===== src/rtl/ram_stream_reader_if.sv =====
// Valid/ready word stream with an end-of-transfer marker, as produced by
// ram_stream_reader.
interface ram_stream_reader_if #(
  parameter int WIDTH = 32
);
  logic [WIDTH-1:0] out_data;
  logic             out_valid;
  logic             out_ready;
  logic             out_last;

  modport master (output out_data, output out_valid, output out_last, input out_ready);
  modport slave  (input out_data, input out_valid, input out_last, output out_ready);
endinterface


===== src/rtl/ram_stream_reader.sv =====
// Streams `count` words starting at `base` from the RAM B port onto a
// valid/ready interface, hiding the RAM's one-cycle registered read latency.
module ram_stream_reader #(
  parameter int WIDTH      = 32,
  parameter int FIFO_DEPTH = 4
) (
  input  logic                 clk,
  input  logic                 reset,
  input  logic                 start,
  input  logic [31:0]          base,
  input  logic [31:0]          count,
  output logic                 busy,
  output logic                 done,
  output logic                 err,
  input  logic [31:0]          ram_length,
  output logic [31:0]          ram_address,
  output logic [WIDTH-1:0]     ram_din,
  output logic                 ram_we,
  output logic                 ram_oe,
  input  logic [WIDTH-1:0]     ram_dout,
  ram_stream_reader_if.master  strm
);

  localparam int AW = $clog2(FIFO_DEPTH);
  localparam logic [AW:0] DEPTH_W = (AW+1)'(FIFO_DEPTH);

  typedef enum logic [1:0] {IDLE, RUN, FIN} state_t;

  state_t           state;
  logic [31:0]      base_q;
  logic [31:0]      count_q;
  logic [31:0]      issued;
  logic             err_flag;
  logic             oe_last;
  logic             cap_valid;
  logic             cap_last;
  logic [AW:0]      occ;
  logic [AW:0]      credit;
  logic [AW:0]      credit_after;
  logic [AW:0]      pop_ext;
  logic [AW:0]      push_ext;
  logic [AW:0]      issue_ext;
  logic [AW-1:0]    wptr;
  logic [AW-1:0]    rptr;
  logic [WIDTH-1:0] fifo_data [FIFO_DEPTH];
  logic             fifo_last [FIFO_DEPTH];
  logic             pop;
  logic             issue;
  logic [32:0]      req_end;

  assign ram_din = '0;
  assign ram_we  = 1'b0;

  assign strm.out_valid = (occ != '0);
  assign strm.out_data  = fifo_data[rptr];
  assign strm.out_last  = strm.out_valid & fifo_last[rptr];

  assign pop     = strm.out_valid & strm.out_ready;
  assign req_end = {1'b0, base} + {1'b0, count};

  // credit = words in the FIFO plus reads still travelling through the RAM;
  // bounding it by the depth guarantees every issued read has a slot.
  always_comb begin
    pop_ext      = '0;
    pop_ext[0]   = pop;
    push_ext     = '0;
    push_ext[0]  = cap_valid;
    credit_after = credit - pop_ext;
    issue        = (state == RUN) && (issued < count_q) && (credit_after < DEPTH_W);
    issue_ext    = '0;
    issue_ext[0] = issue;
  end

  // Empty and out-of-range requests pass through RUN with nothing to issue,
  // which gives them the same one-cycle settle before the done pulse.
  always_ff @(posedge clk or negedge reset) begin
    if (!reset) begin
      state       <= IDLE;
      base_q      <= '0;
      count_q     <= '0;
      issued      <= '0;
      err_flag    <= 1'b0;
      busy        <= 1'b0;
      done        <= 1'b0;
      err         <= 1'b0;
      ram_oe      <= 1'b0;
      ram_address <= '0;
      oe_last     <= 1'b0;
      cap_valid   <= 1'b0;
      cap_last    <= 1'b0;
      credit      <= '0;
    end else begin
      done      <= 1'b0;
      err       <= 1'b0;
      ram_oe    <= 1'b0;
      oe_last   <= 1'b0;
      cap_valid <= ram_oe;
      cap_last  <= oe_last;
      case (state)
        IDLE: begin
          if (start) begin
            state    <= RUN;
            busy     <= 1'b1;
            base_q   <= base;
            issued   <= '0;
            err_flag <= 1'b0;
            credit   <= '0;
            if (count == '0) begin
              count_q <= '0;
            end else if (req_end > {1'b0, ram_length}) begin
              count_q  <= '0;
              err_flag <= 1'b1;
            end else begin
              count_q     <= count;
              ram_oe      <= 1'b1;
              ram_address <= base;
              issued      <= 32'd1;
              oe_last     <= (count == 32'd1);
              credit      <= (AW+1)'(1);
            end
          end
        end
        RUN: begin
          credit <= credit_after + issue_ext;
          if (issue) begin
            ram_oe      <= 1'b1;
            ram_address <= base_q + issued;
            issued      <= issued + 32'd1;
            oe_last     <= (issued == count_q - 32'd1);
          end
          if ((issued == count_q) && (credit_after == '0)) begin
            state <= FIN;
            done  <= 1'b1;
            err   <= err_flag;
          end
        end
        FIN: begin
          state <= IDLE;
          busy  <= 1'b0;
        end
        default: state <= IDLE;
      endcase
    end
  end

  always_ff @(posedge clk or negedge reset) begin
    if (!reset) begin
      wptr <= '0;
      rptr <= '0;
      occ  <= '0;
      for (int unsigned i = 0; i < FIFO_DEPTH; i++) begin
        fifo_data[i] <= '0;
        fifo_last[i] <= 1'b0;
      end
    end else begin
      if (cap_valid) begin
        fifo_data[wptr] <= ram_dout;
        fifo_last[wptr] <= cap_last;
        wptr            <= wptr + 1'b1;
      end
      if (pop) begin
        rptr <= rptr + 1'b1;
      end
      occ <= occ + push_ext - pop_ext;
    end
  end

endmodule


===== src/flat_wrapper.sv =====
// flat-port wrapper written by rule: the top's interface ports become plain ports
module ram_stream_reader_flat 
#(
  parameter int WIDTH      = 32,
  parameter int FIFO_DEPTH = 4
)
  (clk, reset, start, base, count, busy, done, err, ram_length, ram_address, ram_din, ram_we, ram_oe, ram_dout, strm_out_data, strm_out_valid, strm_out_last, strm_out_ready);
  ram_stream_reader_if #(.WIDTH(WIDTH)) strm_i ();
  input  logic clk;
  input  logic reset;
  input  logic start;
  input  logic [31:0] base;
  input  logic [31:0] count;
  output logic busy;
  output logic done;
  output logic err;
  input  logic [31:0] ram_length;
  output logic [31:0] ram_address;
  output logic [WIDTH-1:0] ram_din;
  output logic ram_we;
  output logic ram_oe;
  input  logic [WIDTH-1:0] ram_dout;
  output wire logic [$bits(strm_i.out_data)-1:0] strm_out_data;
  output wire logic [$bits(strm_i.out_valid)-1:0] strm_out_valid;
  output wire logic [$bits(strm_i.out_last)-1:0] strm_out_last;
  input wire logic [$bits(strm_i.out_ready)-1:0] strm_out_ready;
  assign strm_out_data = strm_i.out_data;
  assign strm_out_valid = strm_i.out_valid;
  assign strm_out_last = strm_i.out_last;
  assign strm_i.out_ready = strm_out_ready;
  ram_stream_reader #(.WIDTH(WIDTH), .FIFO_DEPTH(FIFO_DEPTH)) u_core (.clk(clk), .reset(reset), .start(start), .base(base), .count(count), .busy(busy), .done(done), .err(err), .ram_length(ram_length), .ram_address(ram_address), .ram_din(ram_din), .ram_we(ram_we), .ram_oe(ram_oe), .ram_dout(ram_dout), .strm(strm_i));
endmodule

===== config.mk =====
export PLATFORM = sky130hd
export DESIGN_NAME = ram_stream_reader_flat
export DESIGN_NICKNAME = d
export VERILOG_FILES = /design/src/rtl/ram_stream_reader_if.sv /design/src/rtl/ram_stream_reader.sv /design/src/flat_wrapper.sv
export SDC_FILE = /design/constraint.sdc
export NUM_CORES = 1
export LEC_CHECK = 0
export CAP_MARGIN = 15
export CORE_MARGIN = 2
export CORE_UTILIZATION = 61
export CTS_BUF_LIST = sky130_fd_sc_hd__clkbuf_16
export CTS_CLUSTER_SIZE = 24
export DETAILED_ROUTE_END_ITERATION = 7
export HOLD_SLACK_MARGIN = 0.02
export MAX_ROUTING_LAYER = met4
export PLACE_DENSITY = 0.87
export SLEW_MARGIN = 20
export SYNTH_ARGS = -nofsm -noshare
export SYNTH_HDL_FRONTEND = slang
export SYNTH_SLANG_ARGS = --single-unit

===== constraint.sdc =====
create_clock -name clk -period 6.7 [get_ports clk]
set_clock_uncertainty 0.2 [all_clocks]
set_input_delay 0.67 -clock clk [delete_from_list [all_inputs] [get_ports clk]]
set_output_delay 0.67 -clock clk [all_outputs]
set_load 0.02 [all_outputs]

==> results.tsv <==
stage	metric	value	unit
finish	fraction of layout cells with a size suffix above 1	12.64	%
grt	GR Util All Layers	32.66	%
power_and_ir_drop	Worst VDD drop	0.0002214	V
sta	Final Cycle Share	88.12	%
sta	Fin Setup TNS	0	ns
finish	Core Util, Final	73.58	%
synthesis	post-synth design cell area	17850	um^2
finish	FILL cells	1935	
floorplan	core footprint	28780	um^2
floorplan	I/O pin count	235	
sta	RSZ-0062 raised after global routing	no	
critical_path	WS Path Type	in2reg	
critical_path	critical path peak fanout	24	
routing	DRC	0	
power_and_ir_drop	power per cell area	423.6	nW/um^2
synthesis	Yosys reg bits	280	
finish	Final Net Count	2267	
clocking	CTS Buf Count	30	
job	Max Cap Viol	0	
synthesis	number of synthesized flops with an enable pin	0	
floorplan	DIE AREA	30650	um^2
floorplan	Die Wd	175.1	um
routing	TritonRoute pass-1 iters	5	
critical_path	crit path cell chain	clkdlybuf4s50_1 -> ha_1 -> inv_1 -> fa_1 -> nor2b_1 -> o31a_1 -> o31ai_1 -> and3_1 -> o31ai_1 -> nand2_1 -> o21ba_2 -> xnor2_1 -> ha_1 -> nand4_1 -> nor4_1 -> and4_1 -> a2111oi_0 -> nor3_1 -> nor2_2 -> buf_4 -> a211o_1	
critical_path	element type at the critical path start	primary input	
routing	Starting DRT DRC Count	1466	
power_and_ir_drop	Pleak	0.009586	uW
critical_path	CP max stage delay	0.61	ns
finish	final cell count without fillers	2401	
clocking	CTS Sinks	280	
placed_design	RD Place Congestion	0.9808	
min_path	Worst Hold Class	reg2reg	
sta	slew margin rel.	32.68	%
grt	largest net degree at the start of global routing	162	
clocking	Post-CTS Resized	0	
finish	Layout area overhead	18.62	%
sta	minimum clock period	5.904	ns
placed_design	placed insts	2344	
floorplan	Die Ht	175.1	um
critical_path	CP arrival	6.13	ns
critical_path	FF-to-FF path depth	12	
clocking	CTS root buf	clkbuf_16	
sta	Final Setup Violations	0	
sta	final hold viol count	0	
critical_path	Reg2Reg Setup Slack	2.55	ns
floorplan	starting density of the core	62.03	%
synthesis	Ys Warns	0	
clocking	CTS tree	yes	
clocking	Bufs on Longest Clock Path	3	
routing	final WL	48370	um
critical_path	critical path launch point	count[0]	
critical_path	Worst Setup End Kind	flip-flop	
status	status	finished, final reports clean	
synthesis	Synth Instances	1809	
synthesis	Avg Inst Size Synth	9.869	um^2
critical_path	WP data required	6.93	ns
grt	initial antenna violation count	0	
routing	vias	14690	
critical_path	Crit path depth	21	
grt	global-route wire length before repair	77740	um
routing	vias per inst	6.119	
clocking	Worst-path clk slew	0.06	ns
grt	vias in the first global route	14860	
sta	Worst Tran Pin Value	1.006	ns
routing	Antenna Nets Post-Route	0	
clocking	H-tree levels	1	
critical_path	Top Family by Delay on Critical Path	simple AND/OR/NAND/NOR gates	
critical_path	RR Startpoint	u_core.issued[0]	
clocking	clock latency on the worst-skew pair	0.55	ns
sta	fin worst setup slack	0.7961	ns
placed_design	Setup WS pre-CTS	0.3332	ns
critical_path	critical path's slowest cell	nor3_1	
sta	Final Slew Violations	0	
placed_design	DP HPWL	35190	um
synthesis	synth unique cells	72	
placed_design	I/O Buffers	201	
critical_path	R2R Path End	u_core.ram_address[30]	
critical_path	worst setup path end	u_core.issued[0]	
finish	# diodes	0	
synthesis	Top FF cell, synth	dfrtp_1	
floorplan	# rows	62	
clocking	Post-CTS Setup Inserts	0	
sta	Max Clk Rate	0.1694	GHz
critical_path	Worst Path Buf+Inv	3	
grt	total gr overflow	0	
synthesis	asr flop ratio synth	100.0	%
routing	average wire per standard cell	20.15	um
synthesis	register area share after synthesis	39.25	%
clocking	count of hold-fix buffers inserted at cts	1	
## layout by cell type (no fill, tap or decap), types with 6 or more instances in the layout
cell type / n
o21bai_1: 7
a21o_1: 52
nor4b_1: 6
clkdlybuf4s50_1: 200
nand2b_1: 7
a21oi_1: 88
nor3_1: 35
inv_1: 115
xor2_1: 24
and2_1: 12
dfrtp_1: 279
or3_1: 13
conb_1: 33
mux4_2: 33
o21a_1: 20
or2_2: 7
nand3_1: 32
clkbuf_16: 31
nor4_1: 25
nor2_1: 103
nand4_1: 24
xnor2_1: 96
o211ai_1: 19
buf_4: 14
clkinv_1: 6
nor2b_1: 6
and3_1: 15
mux2_2: 137
a211o_1: 9
o31ai_1: 8
a211oi_1: 8
o21ai_0: 80
a31oi_1: 20
nand2_1: 226
ha_1: 139
## final cells by class
cell class                      count  area, um^2  share of cell area, %
Clock buffer                       31       775.7                  3.663
Clock inverter                     25       256.5                  1.211
Inverter                          110       412.9                  1.950
Multi-Input combinational cell   1353       10070                  47.55
Sequential cell                   280        7008                  33.10
Tap cell                          384       480.5                  2.269
Timing Repair Buffer              218        2172                  10.26
## how the worst min path moves through the flow
| stage | startpoint | end | cells after the start | slack [ns] |
|---|---|---|---|---|
| CTS | u_core.oe_last | u_core.cap_last | 0 | 0.15 |
| global route | u_core.oe_last | u_core.cap_last | 0 | 0.16 |
| detailed placement | u_core.oe_last | u_core.cap_last | 0 | 0.14 |
| finish | u_core.oe_last | u_core.cap_last | 0 | 0.16 |
| global placement | u_core.oe_last | u_core.cap_last | 0 | 0.14 |
| floorplan | u_core.oe_last | u_core.cap_last | 0 | 0.13 |
## state kept, by name (all words and copies together), names as in the netlist, 2 cells and up
| register | flops |
|---|---|
| u_core.wptr | 2 |
| u_core.state | 2 |
| u_core.credit | 3 |
| u_core.fifo_data | 128 |
| u_core.base_q | 32 |
| u_core.rptr | 2 |
| u_core.ram_address | 32 |
| u_core.fifo_last | 4 |
| u_core.occ | 3 |
| u_core.count_q | 32 |
| u_core.issued | 32 |
## cells by family (layout without fill, tap and decap cells)
logic type	Yosys count	after routing	synth area share, %
XOR/XNOR	120	120	5.887
flip-flops	280	280	39.25
buffers and inverters	208	384	5.116
multiplexers	173	173	12.97
adder cells (fa/ha/maj)	142	142	10.08
other	1	33	0.02101
AO/OA/AOI/OAI	353	353	12.73
AND/OR/NAND/NOR	532	532	13.94
## cells in the mapped netlist (19+ instances only)
library cell,instances,area [um^2]
dfrtp_1,280,7007
nand2_1,227,852.1
ha_1,139,1739
mux2_2,137,1543
inv_1,110,412.9
nor2_1,104,390.4
xnor2_1,96,840.8
a21oi_1,88,440.4
o21ai_0,80,400.4
a21o_1,52,390.4
clkbuf_1,44,165.2
nor3_1,35,175.2
buf_4,33,247.7
mux4_2,33,743.2
nand3_1,32,160.2
nor4_1,25,156.4
nand4_1,24,150.1
xor2_1,24,210.2
a31oi_1,20,125.1
o21a_1,20,150.1
buf_1,19,71.32
o211ai_1,19,142.6
## worst reg2reg max path, stage by stage, from the launching register on
cell,delay [ns]
dfrtp_1,0.44
ha_1,0.22
inv_1,0.06
fa_1,0.37
nor2b_1,0.19
o211ai_1,0.16
a31o_2,0.32
o21ai_1,0.46
a211oi_1,0.24
o31ai_1,0.55
nand4_1,0.18
mux2_2,0.29
or3_1,0.34
## metal layers
layer,share of wire (%),global-route usage (%),up-vias
met2,47,53.05,711
met5,0,-,-
met1,42,42.74,7103
met3,7.7,4.003,107
met4,3.2,11.08,0
li1,-,-,6770
## power breakdown
part / switching [uW] / leakage [uW] / total, uW / internal, uW
Sequential: 514 / 0.00342 / 2910 / 2390
Clock: 696 / 0.000518 / 1730 / 1030
Combinational: 2200 / 0.00564 / 4330 / 2130
## through the flow
| step | instance area [um^2] | hold WS, ns | power, uW |
|---|---|---|---|
| 2_1_floorplan | 17970 | 0.1312 | 5665 |
| 3_3_place_gp | 20130 | 0.1410 | 6951 |
| 3_5_place_dp | 20130 | 0.1449 | 7170 |
| 4_1_cts | 21180 | 0.1547 | 8955 |
| 5_1_grt | 21180 | 0.1614 | 9472 |
| 6_report | 21180 | 0.1566 | 8971 |
No activity file was read; power rests on OpenSTA's default activity.
